$ cat src/rtl/traffic_phase_ctrl_pkg.sv
// Shared light codes, phase encoding and the phase -> lamp decode
// for the intersection sequencer.
package traffic_pkg;

  localparam logic [1:0] LIGHT_RED    = 2'b00;
  localparam logic [1:0] LIGHT_YELLOW = 2'b01;
  localparam logic [1:0] LIGHT_GREEN  = 2'b10;
  localparam logic [1:0] LIGHT_OFF    = 2'b11;

  typedef enum logic [2:0] {
    PH_INIT  = 3'd0,
    PH_MG    = 3'd1,
    PH_MGF   = 3'd2,
    PH_Y1    = 3'd3,
    PH_CG    = 3'd4,
    PH_CGF   = 3'd5,
    PH_Y2    = 3'd6,
    PH_NIGHT = 3'd7
  } phase_e;

  // Returns {light, flicker}; LIGHT_OFF is deliberately never produced.
  function automatic logic [2:0] lamp_of(input logic [2:0] ph);
    logic [2:0] v;
    case (ph)
      PH_MG:   v = {LIGHT_GREEN,  1'b0};
      PH_MGF:  v = {LIGHT_GREEN,  1'b1};
      PH_Y1:   v = {LIGHT_YELLOW, 1'b0};
      PH_CG:   v = {LIGHT_RED,    1'b0};
      PH_CGF:  v = {LIGHT_RED,    1'b1};
      PH_Y2:   v = {LIGHT_YELLOW, 1'b0};
      default: v = {LIGHT_YELLOW, 1'b1};
    endcase
    return v;
  endfunction

endpackage

$ cat src/rtl/traffic_phase_ctrl_if.sv
// Control inputs and lamp/display outputs of the intersection sequencer.
interface traffic_phase_ctrl_if #(parameter int CNT_W = 8);
  logic             tick;
  logic             en;
  logic             night;
  logic             cross_req;
  logic [1:0]       light;
  logic             flicker;
  logic [CNT_W-1:0] remain;
  logic [2:0]       phase;

  modport master (output tick, en, night, cross_req,
                  input  light, flicker, remain, phase);
  modport slave  (input  tick, en, night, cross_req,
                  output light, flicker, remain, phase);
endinterface

$ cat src/rtl/traffic_phase_ctrl_timer.sv
// Phase down-counter; load has priority over the tick decrement.
module phase_timer #(
  parameter int               CNT_W   = 8,
  parameter logic [CNT_W-1:0] RST_VAL = '0
) (
  input  logic             clk,
  input  logic             rst_n,
  input  logic             i_load,
  input  logic [CNT_W-1:0] i_load_val,
  input  logic             i_tick_en,
  output logic [CNT_W-1:0] o_cnt,
  output logic             o_last
);

  logic [CNT_W-1:0] r_cnt;

  always_ff @(posedge clk or negedge rst_n) begin
    if (!rst_n)         r_cnt <= RST_VAL;
    else if (i_load)    r_cnt <= i_load_val;
    else if (i_tick_en) r_cnt <= r_cnt - 1'b1;
  end

  assign o_cnt  = r_cnt;
  assign o_last = (r_cnt == CNT_W'(1)) && i_tick_en;

endmodule

$ cat src/rtl/traffic_phase_ctrl.sv
// Main/cross intersection sequencer with cross request clamp and night flash.
//
// state | meaning
// INIT  | startup yellow flash
// MG    | main green, steady
// MGF   | main green, flashing
// Y1    | yellow, main -> cross
// CG    | cross green, steady
// CGF   | cross green, flashing
// Y2    | yellow, cross -> main
// NIGHT | flashing yellow until night drops
module traffic_phase_ctrl
  import traffic_pkg::*;
#(
  parameter int CNT_W         = 8,
  parameter int T_MAIN_GREEN  = 30,
  parameter int T_CROSS_GREEN = 20,
  parameter int T_FLICKER     = 3,
  parameter int T_YELLOW      = 3,
  parameter int T_REQ_CAP     = 5
) (
  input logic clk,
  input logic rst_n,
  traffic_phase_ctrl_if.slave s_bus
);

  localparam logic [2:0] S_INIT  = PH_INIT;
  localparam logic [2:0] S_MG    = PH_MG;
  localparam logic [2:0] S_MGF   = PH_MGF;
  localparam logic [2:0] S_Y1    = PH_Y1;
  localparam logic [2:0] S_CG    = PH_CG;
  localparam logic [2:0] S_CGF   = PH_CGF;
  localparam logic [2:0] S_Y2    = PH_Y2;
  localparam logic [2:0] S_NIGHT = PH_NIGHT;

  function automatic logic [CNT_W-1:0] dur_of(input logic [2:0] s);
    logic [CNT_W-1:0] d;
    case (s)
      S_MG:          d = CNT_W'(T_MAIN_GREEN);
      S_CG:          d = CNT_W'(T_CROSS_GREEN);
      S_MGF, S_CGF:  d = CNT_W'(T_FLICKER);
      S_NIGHT:       d = '0;
      default:       d = CNT_W'(T_YELLOW);
    endcase
    return d;
  endfunction

  function automatic logic [2:0] succ_of(input logic [2:0] s);
    logic [2:0] n;
    case (s)
      S_INIT:  n = S_MG;
      S_MG:    n = S_MGF;
      S_MGF:   n = S_Y1;
      S_Y1:    n = S_CG;
      S_CG:    n = S_CGF;
      S_CGF:   n = S_Y2;
      S_Y2:    n = S_MG;
      default: n = S_INIT;
    endcase
    return n;
  endfunction

  logic [2:0]       r_state;
  logic [1:0]       r_light;
  logic             r_flicker;
  logic             r_req;
  logic [2:0]       w_next;
  logic             w_load;
  logic [CNT_W-1:0] w_load_val;
  logic             w_tick_en;
  logic             w_last;
  logic [CNT_W-1:0] w_cnt;

  assign w_tick_en = s_bus.en && s_bus.tick && !s_bus.night && (r_state != S_NIGHT);

  phase_timer #(.CNT_W(CNT_W), .RST_VAL(CNT_W'(T_YELLOW))) u_timer (
    .clk       (clk),
    .rst_n     (rst_n),
    .i_load    (w_load),
    .i_load_val(w_load_val),
    .i_tick_en (w_tick_en),
    .o_cnt     (w_cnt),
    .o_last    (w_last)
  );

  always_comb begin
    w_next     = r_state;
    w_load     = 1'b0;
    w_load_val = '0;
    if (s_bus.night) begin
      w_next = S_NIGHT;
      w_load = 1'b1;
    end else if (r_state == S_NIGHT) begin
      w_next     = S_Y2;
      w_load     = 1'b1;
      w_load_val = dur_of(S_Y2);
    end else if (w_last) begin
      w_next     = succ_of(r_state);
      w_load     = 1'b1;
      w_load_val = dur_of(w_next);
    end else if (w_tick_en && r_state == S_MG && r_req &&
                 w_cnt > CNT_W'(T_REQ_CAP)) begin
      // A pending request only ever shortens main green.
      w_load     = 1'b1;
      w_load_val = CNT_W'(T_REQ_CAP);
    end
  end

  always_ff @(posedge clk or negedge rst_n) begin
    if (!rst_n) begin
      r_state   <= S_INIT;
      r_light   <= LIGHT_YELLOW;
      r_flicker <= 1'b1;
      r_req     <= 1'b0;
    end else begin
      r_state              <= w_next;
      {r_light, r_flicker} <= lamp_of(w_next);
      if (w_next == S_CG && r_state != S_CG) r_req <= 1'b0;
      else                                   r_req <= r_req | s_bus.cross_req;
    end
  end

  assign s_bus.light   = r_light;
  assign s_bus.flicker = r_flicker;
  assign s_bus.remain  = w_cnt;
  assign s_bus.phase   = r_state;

endmodule

$ cat src/flat_wrapper.sv
// flat-port wrapper written by rule: the top's interface ports become plain ports
module traffic_phase_ctrl_flat import traffic_pkg::*;
#(
  parameter int CNT_W         = 8,
  parameter int T_MAIN_GREEN  = 30,
  parameter int T_CROSS_GREEN = 20,
  parameter int T_FLICKER     = 3,
  parameter int T_YELLOW      = 3,
  parameter int T_REQ_CAP     = 5
)
  (clk, rst_n, s_bus_tick, s_bus_en, s_bus_night, s_bus_cross_req, s_bus_light, s_bus_flicker, s_bus_remain, s_bus_phase);
  traffic_phase_ctrl_if #(.CNT_W(CNT_W)) s_bus_i ();
  input logic clk;
  input logic rst_n;
  input wire logic [$bits(s_bus_i.tick)-1:0] s_bus_tick;
  input wire logic [$bits(s_bus_i.en)-1:0] s_bus_en;
  input wire logic [$bits(s_bus_i.night)-1:0] s_bus_night;
  input wire logic [$bits(s_bus_i.cross_req)-1:0] s_bus_cross_req;
  output wire logic [$bits(s_bus_i.light)-1:0] s_bus_light;
  output wire logic [$bits(s_bus_i.flicker)-1:0] s_bus_flicker;
  output wire logic [$bits(s_bus_i.remain)-1:0] s_bus_remain;
  output wire logic [$bits(s_bus_i.phase)-1:0] s_bus_phase;
  assign s_bus_i.tick = s_bus_tick;
  assign s_bus_i.en = s_bus_en;
  assign s_bus_i.night = s_bus_night;
  assign s_bus_i.cross_req = s_bus_cross_req;
  assign s_bus_light = s_bus_i.light;
  assign s_bus_flicker = s_bus_i.flicker;
  assign s_bus_remain = s_bus_i.remain;
  assign s_bus_phase = s_bus_i.phase;
  traffic_phase_ctrl #(.CNT_W(CNT_W), .T_MAIN_GREEN(T_MAIN_GREEN), .T_CROSS_GREEN(T_CROSS_GREEN), .T_FLICKER(T_FLICKER), .T_YELLOW(T_YELLOW), .T_REQ_CAP(T_REQ_CAP)) u_core (.clk(clk), .rst_n(rst_n), .s_bus(s_bus_i));
endmodule
$ cat config.mk
export PLATFORM = sky130hd
export DESIGN_NAME = traffic_phase_ctrl_flat
export DESIGN_NICKNAME = d
export VERILOG_FILES = /design/src/rtl/traffic_phase_ctrl_pkg.sv /design/src/rtl/traffic_phase_ctrl_if.sv /design/src/rtl/traffic_phase_ctrl_timer.sv /design/src/rtl/traffic_phase_ctrl.sv /design/src/flat_wrapper.sv
export SDC_FILE = /design/constraint.sdc
export NUM_CORES = 1
export LEC_CHECK = 0
export BUFFER_PORTS_ARGS = -buffer_cell sky130_fd_sc_hd__clkbuf_2
export CORE_MARGIN = 10
export CORE_UTILIZATION = 48
export CTS_CLUSTER_SIZE = 14
export DETAILED_ROUTE_END_ITERATION = 8
export PLACE_DENSITY = 0.76
export SLEW_MARGIN = 25
export SYNTH_ARGS = -nofsm -noshare
export SYNTH_HDL_FRONTEND = slang
export SYNTH_SLANG_ARGS = --single-unit
$ cat constraint.sdc
create_clock -name clk -period 1.9 [get_ports clk]
set_input_delay 0.57 -clock clk [delete_from_list [all_inputs] [get_ports clk]]
set_output_delay 0.57 -clock clk [all_outputs]
set_load 0.05 [all_outputs]
---- After elaboration in Yosys (flattened, before gate mapping) ----
Index checks and enable logic that the tools add are counted.
W data, S select, Z words.
word-level totals
  register bits after elaboration ......... 15
  bits in latches ......................... 0
  bits in writable memories ............... 0
  memory bits (read-only) ................. 0
  output and inout port bits .............. 14
  memories ................................ 0
operators by class
  add/sub/neg operators ................... 1
  $mul .................................... 0
  divide/modulo/power cells ............... 0
  $lt $le $gt $ge ......................... 1
  eq/ne operators ......................... 19
  shift-type cells ........................ 0
  multiplexer cells ....................... 20
  bitwise logic cells ..................... 1
  reductions and logical operators ........ 13
operator list
  operator               number
  $mux W8                5
  $eq A3 B3 Y1 const B   9
  $mux W3                7
  $pmux W3 S6            1
  $pmux W3 S5            1
  $pmux W5 S3            1
  $eq A3 B2 Y1 const B   4
  $eq A3 B1 Y1 const B   3
  $eq A8 B1 Y1 const B   1
  $gt A8 B3 Y1 const B   1
  $logic_and A1 B1 Y1    8
  $sub A8 B1 Y8 const B  1
  $ne A3 B3 Y1 const B   2
  $mux W1                5
  $reduce_or A2 Y1       2
  $logic_not A3 Y1       1
  $reduce_bool A2 Y1     1
  $logic_not A1 Y1       1
  $or A1 B1 Y1           1

---- Longest topological paths before layout ----
Gate-level depths: netlist (run 1).
  depth in word-level cells ............... 13
  gate-level depth with buffers ........... 8
  mapped depth without buffers ............ 7

---- Hierarchy ----
A second synthesis (run 1) with hierarchy kept.
second synthesis, totals
  cells, all modules ...................... 115
  area, all modules ....................... 1014.7 um^2
by module, submodules not included
  module              times used  cells an instance  area an instance (um^2)  seq. area each (um^2)
  traffic_phase_ctrl  1           63                 541.8                    177.7
  phase_timer         1           52                 473.0                    202.7

---- Worst setup path after synthesis (run 1) ----
OpenSTA, ideal clock, no wires.
  path kind ............................... register -> register
  start point ............................. register u_core.u_timer.r_cnt[1], in the netlist u_core.u_timer.o_cnt[1]
  end point ............................... register u_core.u_timer.r_cnt[4], in the netlist u_core.u_timer.o_cnt[4]
  setup time .............................. 104 ps
  arrival time ............................ 2058 ps
  data required time ...................... 1796 ps
  slack ................................... -262 ps
  stages on the path, launching flop included .. 8
  clock period less this slack ............ 2162 ps
  cell sequence ........................... dfstp_2 inv_1 ha_1 and2b_1 nand4_1 clkbuf_1 nand3_1 a221oi_1
on the way
  word-level cells in the longest chain between the ends .. 7
  elaborated cells on any way between the ends .. 15
RTL lines
  what                                           RTL line                        source
  from (decl)                                    traffic_phase_ctrl_timer.sv:15  logic [CNT_W-1:0] r_cnt;
  from (signal assigned)                         traffic_phase_ctrl_timer.sv:19  else if (i_load) r_cnt <= i_load_val;
  from (signal assigned)                         traffic_phase_ctrl_timer.sv:20  else if (i_tick_en) r_cnt <= r_cnt - 1'b1;
  $gt A8 B3 Y1                                   traffic_phase_ctrl.sv:102       w_cnt > CNT_W'(T_REQ_CAP)) begin
  $logic_and A1 B1 Y1                            traffic_phase_ctrl.sv:101       end else if (w_tick_en && r_state == S_MG && r_req &&
  $mux W1                                        traffic_phase_ctrl.sv:101
  $mux W1                                        traffic_phase_ctrl.sv:97        end else if (w_last) begin
  $mux W1                                        traffic_phase_ctrl.sv:93        end else if (r_state == S_NIGHT) begin
  $mux W1                                        traffic_phase_ctrl.sv:90        if (s_bus.night) begin
  $mux W8 or $reduce_bool A2 Y1 (tied branches)  n/a
Parallel ways exist; a longest one is shown, timed or not. The select of a mux whose other input is x is not followed.
A chain may end at the register's enable or synchronous reset.

---- Worst setup path after layout (run 1) ----
  start point ............................. register u_core.u_timer.r_cnt[0], in the netlist u_core.u_timer.o_cnt[0]
  end point ............................... register u_core.u_timer.r_cnt[4], in the netlist u_core.u_timer.o_cnt[4]
The elaborated chain is that of the path after synthesis.

==> results by group, run 1 <==
Outcome
  • Outcome: finished, violations left
  • Failing checks: setup timing

Routing
  • TritonRoute pass-1 iters: 4
  • DRC viols: 0
  • Via count: 1075
  • Via density: between 5 and 6
  • Antenna viol nets, final: 0
  • Drt total wl: 3070 um
  • Initial drt markers: 52
  • Avg WL per Cell: about 16 um

Placed design
  • Placer Congestion: 0.980
  • DP Cell Count: between 150 and 200
  • PortBufs: 19
  • Post-DP HPWL: about 2100 um

Final layout
  • Layout cells sized above 1: 0.497
  • Multi-input gate area: 726 um^2
  • Fillers: 147
  • Final Core Density: 0.751
  • Most common cell after layout, fill and taps aside: buf_4
  • Area grow syn2layout: 44.5%
  • Most frequent cells in the layout: buf_4 (21), clkbuf_2 (19), a21oi_1 (11)
  • Final nets: approximately 170
  • FF+latch area: 390 um^2
  • Diodes inserted: 0
  • Fin cells: 190

Die
  • Top Ports: 20
  • # rows: 16
  • Initial Util: 0.520
  • Area of the core: 2000 um^2
  • Die H: 66.6 um
  • Die Span X: 66.6 um
  • Die area: around 4400 um^2

Clock tree
  • # clock sinks: 15
  • Num CTS Buffers: 3
  • CTS tree: yes
  • CTS H-tree depth: 1
  • Clock root buffer: clkbuf_4
  • Clock transition at path regs: 0.10 ns
  • Clock Latency Late Sink: 0.29 ns
  • Post-CTS Hold Buffers: 0
  • Clock Tree Buf Depth: 2

Logic synthesis
  • Area of the mapped netlist: ~1000 um^2
  • Yosys Warn Count: 0
  • Sequential-to-total area share from yosys stat: 0.365
  • Post-synth EDFFs: 0
  • Syn Inst Count: 120
  • Synth top area cells: dfrtp_1 (26%), dfstp_2 (10%), a21oi_1 (5.3%), nand2_1 (3.6%), nor2_1 (3.6%)
  • Synth area leader: dfrtp_1
  • Synth Net Count: 128
  • Async set or reset register ratio after synthesis: 1.00
  • Most used flip-flop cell after synthesis: dfrtp_1
  • Yosys reg bits: 15
  • Top cell type's share of synthesized area: 0.264
  • Average size of a mapped cell: 8.67 um^2
  • Synth unique cells: 48

Global routing
  • GRT overflow: 0
  • GRT Util Overall: 0.136
  • Global-route wire length before repair: approximately 4700 um
  • Largest net degree at the start of global routing: 16
  • Vias in the first global route: 1012
  • Initial antenna violation count: 0

Pwr
  • VDD IR-drop max: 461 uV
  • Seq pwr share: 0.393
  • Share of total power in combinational logic: 0.407
  • Switching power of the nets: ~360 uW
  • Clock network power share: 0.200
  • Static leakage: 0.648 nW
  • Switching Share: 0.382
  • Total Power: 945 uW
  • Int Power: approximately 580 uW
  • Power per cell area: approximately 630 nW/um^2

Job
  • Max Cap Viol: 0

STA
  • Max-slew violations: 0
  • Setup ws final: -0.102 ns
  • RSZ-0062 raised after global routing: true
  • Final count of hold timing violations: 0
  • Final setup fails: 5
  • Hold slack final: 0.174 ns
  • Min cycle time layout: 2.00 ns
  • Final period utilization: 1.05
  • Layout Skew: 0.0103 ns
  • Max Clk Rate: 500 MHz
  • Rel. slew slack: 0.716
  • Least-Margin Pin Slew: 0.423 ns

Setup path
  • Arrival @ worst endpoint: 2.21 ns
  • CP Launch Type: flip-flop
  • CP Class: flip-flop to flip-flop
  • Critical Path RT: 2.11 ns
  • Crit end category: flip-flop
  • Critical-path maximum fanout: 5

Worst hold path
  • HP Class: input pin to async pin
==> cells in the mapped netlist, types with 2 or more instances <==
cell type,n
or2_1,2
clkbuf_1,4
nand2b_1,3
nor2_1,10
and3_1,2
nand2_1,10
inv_1,5
dfstp_2,4
a31oi_1,2
nand3b_1,2
or3_1,3
o21ai_0,5
a211oi_1,2
o2111ai_1,2
dfrtp_1,11
ha_1,2
a211o_1,3
xor2_1,3
xnor2_1,2
or2_2,2
nor2b_1,3
nor4_1,2
a21oi_1,11
==> final cells by class <==
cell class | instances | area share
tap | 27 | 0.0225
inverter | 5 | 0.0125
timing repair buffer | 45 | 0.205
sequential | 15 | 0.260
multi-input combinational | 94 | 0.483
clock buffer | 4 | 0.0175
==> flip-flops by register name (all words and copies together) (netlist names) <==
register,cells
u_core.u_timer.o_cnt,8
u_core.s_bus.flicker,1
u_core.s_bus.phase,3
u_core.r_req,1
u_core.s_bus.light,2
==> metrics by stage <==
stage / setup slack [ns] / TNS, ns / cell area, um^2
4_1_cts: -0.0503 / -0.102 / 1360
3_5_place_dp: -0.108 / -0.127 / 1310
2_1_floorplan: -0.119 / -0.235 / 1070
5_1_grt: -0.153 / -0.590 / 1500
3_3_place_gp: -0.0982 / -0.0988 / 1310
6_report: -0.102 / -0.226 / 1500
==> kinds of logic (layout without fill, tap and decap cells) <==
logic type / after synthesis / in the layout / synth area share
AND/OR/NAND/NOR: 50 / 50 / 0.281
AO/OA/AOI/OAI: 36 / 36 / 0.231
flip-flops: 15 / 15 / 0.365
buffers and inverters: 11 / 54 / 0.0469
XOR/XNOR: 5 / 5 / 0.0421
adder cells (fa/ha/maj): 2 / 2 / 0.0240
multiplexers: 1 / 1 / 0.00962
==> timing repair <==
action,in CTS,in global routing
endpoints found under the setup margin,5,13
gates resized for setup,2,24
buffers inserted,2,5
gates cloned,0,0
pin swaps,0,9
==> critical path, cell delays in order, from the launching register on <==
cell      delay [ns]
dfstp_4         0.66
ha_4            0.14
and2b_2         0.18
nand4_1         0.16
a211o_1         0.36
a21o_1          0.18
a221oi_2        0.25
==> path summary, 6_finish.rpt <==
check	start	cells past startpoint	slack [ns]	end
worst max register to register	u_core.u_timer.o_cnt[0]$_DFFE_PN1P_	6	-0.10	u_core.u_timer.o_cnt[4]$_DFFE_PN0P_
worst min-delay path	rst_n	1	0.17	u_core.u_timer.o_cnt[5]$_DFFE_PN0P_
worst max-delay path	u_core.u_timer.o_cnt[0]$_DFFE_PN1P_	6	-0.10	u_core.u_timer.o_cnt[4]$_DFFE_PN0P_
worst min register to register	u_core.r_req$_DFF_PN0_	1	0.54	u_core.r_req$_DFF_PN0_
max in group asynchronous	rst_n	1	1.40	u_core.s_bus.flicker$_DFF_PN1_
min in group clk	s_bus_cross_req	2	0.51	u_core.r_req$_DFF_PN0_
==> power by group through the flow <==
stage                     Clock [mW]  Combinational [mW]  Sequential (mW)
after floorplan                    0               0.150            0.446
after global placement             0               0.324            0.374
after detailed placement           0               0.331            0.375
after CTS                      0.190               0.338            0.370
after global routing           0.207               0.413            0.376
final                          0.189               0.384            0.371
==> routing by layer <==
metal  up-vias  routed length, um  track usage
met3         4                167       0.0351
met5         -                  0            0
met1       523               1290        0.155
li1        522                  -            -
met4         0                 42       0.0628
met2        26               1570        0.229
Power figures use the tool's default switching activity.
==> inputs of run 2 (changes only) <==
--- a/config.mk
+++ b/config.mk
@@ -6,8 +6,10 @@
 export NUM_CORES = 1
 export LEC_CHECK = 0
 export BUFFER_PORTS_ARGS = -buffer_cell sky130_fd_sc_hd__clkbuf_2
+export CELL_PAD_IN_SITES_DETAIL_PLACEMENT = 0
+export CELL_PAD_IN_SITES_GLOBAL_PLACEMENT = 1
 export CORE_MARGIN = 10
-export CORE_UTILIZATION = 48
+export CORE_UTILIZATION = 36
 export CTS_CLUSTER_SIZE = 14
 export DETAILED_ROUTE_END_ITERATION = 8
 export PLACE_DENSITY = 0.76
==> constraint.sdc (replaced) <==
create_clock -name clk -period 1.9 [get_ports clk]
set_input_delay 0.57 -clock clk [delete_from_list [all_inputs] [get_ports clk]]
set_output_delay 0.57 -clock clk [all_outputs]
set_load 0.02 [all_outputs]
==> run 2 against run 1 <==
  * The flow still finishes with violations (setup timing)
  * Sequential share of layout area grew 1.3 points
  * Via count decreased by 0.84%
  * Largest power group is now sequential cells
  * Utilization decreased by 24 points
  * First-iteration DRC count up 44%
  * Clock skew is 0.0042 ns lower
  * Combinational power down 21%
  * Cell area is 6.5% lower
  * Count of clock-buffer cells in the layout is 1 lower
  * Highest routed layer unchanged
  * Non-clock buffer count fell by 3
  * Critical endpoint is now u_core.u_timer.o_cnt[7]$_DFFE_PN0P_
==> results by group, run 2 (synthesis gave the netlist of run 1 again) <==
Global routing
  • GRT Util Overall: 0.109
  • Global-route wire length before repair: 4860 um
  • Vias in the first global route: 1052
  • Largest net degree at the start of global routing: 16
  • GRT overflow: 0
  • Initial antenna violation count: 0

Worst hold path
  • HP Class: input pin to async pin

Placed design
  • Post-DP HPWL: 2190 um
  • PortBufs: 19
  • Placer Congestion: 0.807

STA
  • Hold slack final: between 0.15 and 0.2 ns
  • Final period utilization: 1.00
  • Layout Skew: 0.00611 ns
  • RSZ-0062 raised after global routing: true
  • Setup ws final: -0.00257 ns
  • Max-slew violations: 0
  • Rel. slew slack: 0.738
  • Least-Margin Pin Slew: 0.393 ns
  • Max Clk Rate: 526 MHz
  • Final setup fails: 1
  • Final count of hold timing violations: 0
  • Min cycle time layout: between 1.5 and 2 ns

Pwr
  • Static leakage: 0.626 nW
  • Power per cell area: 617 nW/um^2
  • Total Power: between 800 and 900 uW
  • VDD IR-drop max: 428 uV

Die
  • Die Span X: 73.8 um
  • # rows: 19
  • Top Ports: 20
  • Die H: roughly 74 um
  • Initial Util: 0.377
  • Die area: 5440 um^2
  • Area of the core: 2760 um^2

Final layout
  • Largest register FFs: 8
  • Fillers: 277
  • Final nets: around 170
  • Diodes inserted: 0
  • Most common cell after layout, fill and taps aside: buf_4
  • Layout cells sized above 1: 0.431
  • Area grow syn2layout: 35.1%
  • Most frequent cells in the layout: buf_4 (22), clkbuf_2 (19), a21oi_1 (11)

Setup path
  • Arrival @ worst endpoint: between 2 and 2.5 ns
  • Critical Path RT: roughly 2.1 ns
  • Crit end category: flip-flop
  • CP Launch Type: flip-flop
  • CP Class: flip-flop to flip-flop
  • Critical-path maximum fanout: 5

Clock tree
  • CTS tree: yes
  • Clock root buffer: clkbuf_4
  • CTS H-tree depth: 1
  • Post-CTS Hold Buffers: 0
  • Clock Tree Buf Depth: 2
  • # clock sinks: 15
  • Clock transition at path regs: 0.10 ns
  • Clock Latency Late Sink: 0.30 ns
  • Num CTS Buffers: 3

Routing
  • TritonRoute pass-1 iters: 4
  • Initial drt markers: 75
  • DRC viols: 0
  • Avg WL per Cell: 15.4 um
  • Drt total wl: 2940 um
  • Antenna viol nets, final: 0
  • Via density: 5.58
  • Via count: around 1.1k

Outcome
  • Failing checks: setup timing
  • Outcome: finished, violations left

Job
  • Max Cap Viol: 0
[run 2: final timing paths]
| check | slack [ns] | cells after the start | to | from |
|---|---|---|---|---|
| worst max register to register | -0.003 | 5 | u_core.u_timer.o_cnt[7]$_DFFE_PN0P_ | u_core.u_timer.o_cnt[0]$_DFFE_PN1P_ |
| worst min register to register | 0.54 | 1 | u_core.r_req$_DFF_PN0_ | u_core.r_req$_DFF_PN0_ |
| min in group clk | 0.48 | 2 | u_core.r_req$_DFF_PN0_ | s_bus_cross_req |
| max in group asynchronous | 1.41 | 1 | u_core.u_timer.o_cnt[1]$_DFFE_PN1P_ | rst_n |
| worst min-delay path | 0.17 | 1 | u_core.s_bus.light[1]$_DFF_PN0_ | rst_n |
| worst max-delay path | -0.003 | 5 | u_core.u_timer.o_cnt[7]$_DFFE_PN0P_ | u_core.u_timer.o_cnt[0]$_DFFE_PN1P_ |
[run 2: final cells by class]
type / count / area [um^2] / share of cell area
multi-input combinational: 94 / 667 / 0.474
sequential: 15 / 383 / 0.272
timing repair buffer: 42 / 272 / 0.193
tap: 31 / 38.8 / 0.0276
clock buffer: 3 / 22.5 / 0.0160
inverter: 5 / 18.8 / 0.0133
clock inverter: 1 / 5.00 / 0.00356
[run 2: power breakdown]
part	total, mW	switching [mW]	internal, mW
Clock	0.196	0.118	0.0786
Combinational	0.304	0.167	0.137
Sequential	0.368	0.0226	0.345
Total	0.868	0.307	0.561
[run 2: critical path, stage by stage, from the launching register on]
cell and delay [ns]:
dfstp_2 0.41, or3_4 0.41, or4_4 0.43, or3_4 0.34, xor2_1 0.17, nor2_2 0.04
[run 2: repair_timing]
action                     4_1_cts  5_1_grt
setup endpoints to repair        5        8
setup buffers                    1        2
resized for setup                5        6
pin swaps                        8        2
[run 2: stage by stage]
step / util / cell area (um^2) / worst slack (ns) / std cells / setup TNS (ns)
detailed placement: 0.474 / 1310 / -0.126 / 184 / -0.455
CTS: 0.496 / 1370 / -0.0151 / 189 / -0.0196
finish: 0.510 / 1410 / -0.00257 / 191 / -0.00257
global placement: 0.474 / 1310 / -0.0907 / 184 / -0.227
floorplan: - / 1050 / -0.0316 / 120 / -0.0369
global route: 0.510 / 1410 / -0.0516 / 191 / -0.124
[run 2: per-layer routing]
metal | up-vias | track usage | routed length, um
met5 | - | 0 | 0
met4 | 0 | 0.0248 | 59
met3 | 8 | 0.0350 | 160
met2 | 25 | 0.184 | 1410
met1 | 515 | 0.131 | 1310
li1 | 518 | - | -
==> inputs of run 3 (changes only) <==
--- a/config.mk
+++ b/config.mk
@@ -17,3 +17,4 @@
 export SYNTH_ARGS = -nofsm -noshare
 export SYNTH_HDL_FRONTEND = slang
 export SYNTH_SLANG_ARGS = --single-unit
+export TNS_END_PERCENT = 50
==> run 3 against run 2 <==
  * The flow now finishes without violations
  * Critical path depth did not move
  * Final cell count rose by 0.52%
  * Cell area rose by 0.53%
  * Fmax rose by 0.47%
  * Combinational power rose by 2%
  * Sequential cell count did not move
  * Die area did not move
  * Sequential share of layout area fell by 0.23 points
  * Clock power fell by 5%
  * Worst setup slack improved by 0.0088 ns
  * Utilization rose by 0.27 points
  * Non-clock buffer count rose by 1
  * Critical path type unchanged
==> results by group, run 3 (synthesis gave the netlist of run 1 again) <==
Final layout
  • FF+latch area: ~380 um^2
  • Diodes inserted: 0
  • Final nets: 170
  • Final Core Density: 0.513
  • Layout cells sized above 1: 0.435
  • Area grow syn2layout: 35.8%
  • Fillers: between 200 and 300
  • Multi-input gate area: 666 um^2
  • Largest register FFs: 8
  • Most common cell after layout, fill and taps aside: buf_4
  • Fin cells: 192
  • Most frequent cells in the layout: buf_4 (22), clkbuf_2 (19), nand2_1 (10), a21oi_1 (10), dfrtp_1 (10)

Pwr
  • Power per cell area: 611 nW/um^2
  • Static leakage: between 0.6 and 0.7 nW
  • VDD IR-drop max: 430 uV

Setup path
  • FF-to-FF path depth: 5
  • FF-to-FF setup slack: about 0.0063 ns
  • Crit end category: flip-flop
  • Critical path's largest stage delay: 0.42 ns
  • Cell mode on critical path: or3_4
  • Arrival @ worst endpoint: about 2.1 ns
  • Reg2Reg Launch Point: u_core.u_timer.o_cnt[0]$_DFFE_PN1P_
  • Critical Path RT: 2.08 ns
  • CP Launch Type: flip-flop
  • CP Class: flip-flop to flip-flop
  • Reg2Reg Capture Point: u_core.u_timer.o_cnt[7]$_DFFE_PN0P_
  • Critical-path cell list: or3_4 -> or4_4 -> or3_4 -> xor2_1 -> nor2_2
  • CP max stage cell: or3_4
  • Critical-path maximum fanout: 5

Routing
  • Antenna viol nets, final: 0
  • Via density: 5.56
  • Initial drt markers: 72
  • Via count: 1068
  • Drt total wl: 2950 um
  • TritonRoute pass-1 iters: 4
  • DRC viols: 0
  • Avg WL per Cell: 15.3 um

Clock tree
  • Clock Latency Late Sink: 0.29 ns
  • # clock sinks: 15
  • Clock Tree Buf Depth: 2
  • CTS H-tree depth: 1
  • Num CTS Buffers: 3
  • CTS tree: yes
  • Clock root buffer: clkbuf_4
  • Clock transition at path regs: 0.09 ns

STA
  • Min cycle time layout: 1.89 ns
  • Setup ws final: 0.00625 ns
  • Max-slew violations: 0
  • RSZ-0062 raised after global routing: true
  • Max Clk Rate: 528 MHz
  • Layout Skew: 0.00564 ns
  • Setup TNS: 0 ns
  • Final setup fails: 0
  • Final period utilization: 0.997
  • Rel. slew slack: 0.731
  • Final count of hold timing violations: 0
  • Least-Margin Pin Slew: 0.401 ns

Global routing
  • Vias in the first global route: 1056
  • GRT overflow: 0
  • Largest net degree at the start of global routing: 16
  • GRT Util Overall: 0.111
  • Global-route wire length before repair: 4900 um
  • Initial antenna violation count: 0

Die
  • # rows: 19
  • Die Span X: about 74 um
  • Top Ports: 20
  • Area of the core: ~2800 um^2
  • Die area: 5440 um^2
  • Die H: 73.8 um
  • Initial Util: 0.377

Job
  • Max Cap Viol: 0

Placed design
  • PortBufs: 19
  • Pre-CTS setup slack: -0.136 ns
  • Post-DP HPWL: 2260 um
  • Placer Congestion: a little over 0.8
  • DP Cell Count: between 150 and 200

Worst hold path
  • HP Class: input pin to async pin

Outcome
  • Outcome: completed
run 3: worst max-delay path by stage:
| stage | start | endpoint |
|---|---|---|
| global placement | s_bus_night | u_core.u_timer.o_cnt[7]$_DFFE_PN0P_ |
| detailed placement | s_bus_night | u_core.u_timer.o_cnt[7]$_DFFE_PN0P_ |
| finish | u_core.u_timer.o_cnt[0]$_DFFE_PN1P_ | u_core.u_timer.o_cnt[7]$_DFFE_PN0P_ |
| global route | u_core.u_timer.o_cnt[0]$_DFFE_PN1P_ | u_core.u_timer.o_cnt[2]$_DFFE_PN0P_ |
| CTS | u_core.u_timer.o_cnt[0]$_DFFE_PN1P_ | u_core.u_timer.o_cnt[4]$_DFFE_PN0P_ |
| floorplan | s_bus_night | u_core.u_timer.o_cnt[7]$_DFFE_PN0P_ |
run 3: cell type report:
type	count	area share
inverter	5	0.0133
multi-input combinational	94	0.471
clock buffer	4	0.0186
tap	31	0.0274
timing repair buffer	43	0.200
sequential	15	0.270
run 3: report_power, final:
group / switching [mW] / leakage, nW / internal (mW)
logic: 0.170 / 0.439 / 0.140
clock network: 0.105 / 0.0150 / 0.0816
registers: 0.0227 / 0.176 / 0.345
run 3: per-stage QoR:
step | hold slack, ns | instance area [um^2] | power, mW
6_report | 0.185 | 1410 | 0.864
3_5_place_dp | 0.511 | 1310 | 0.657
3_3_place_gp | 0.511 | 1310 | 0.655
5_1_grt | 0.208 | 1410 | 0.928
2_1_floorplan | 0.274 | 1040 | 0.542
4_1_cts | 0.196 | 1350 | 0.846
run 3: repair_timing:
action / in CTS / in global routing
pin swaps: 0 / 6
hold buffers: 0 / 0
endpoints found under the setup margin: 2 / 13
setup buffers: 1 / 1
gates resized for setup: 1 / 14
gates cloned: 0 / 0
run 3: critical path: cells and delay by family, from the launching register on:
| kind | cells | cell delay, ns |
|---|---|---|
| flops | 1 | 0.41 |
| simple gates | 4 | 1.22 |
| xor+xnor | 1 | 0.17 |
run 3: per-layer routing:
metal | vias up | track usage | routed length [um]
met3 | 6 | 0.0269 | 209
met4 | 0 | 0.0373 | 29
met2 | 40 | 0.187 | 1460
met5 | - | 0 | 0
li1 | 515 | - | -
met1 | 507 | 0.135 | 1240
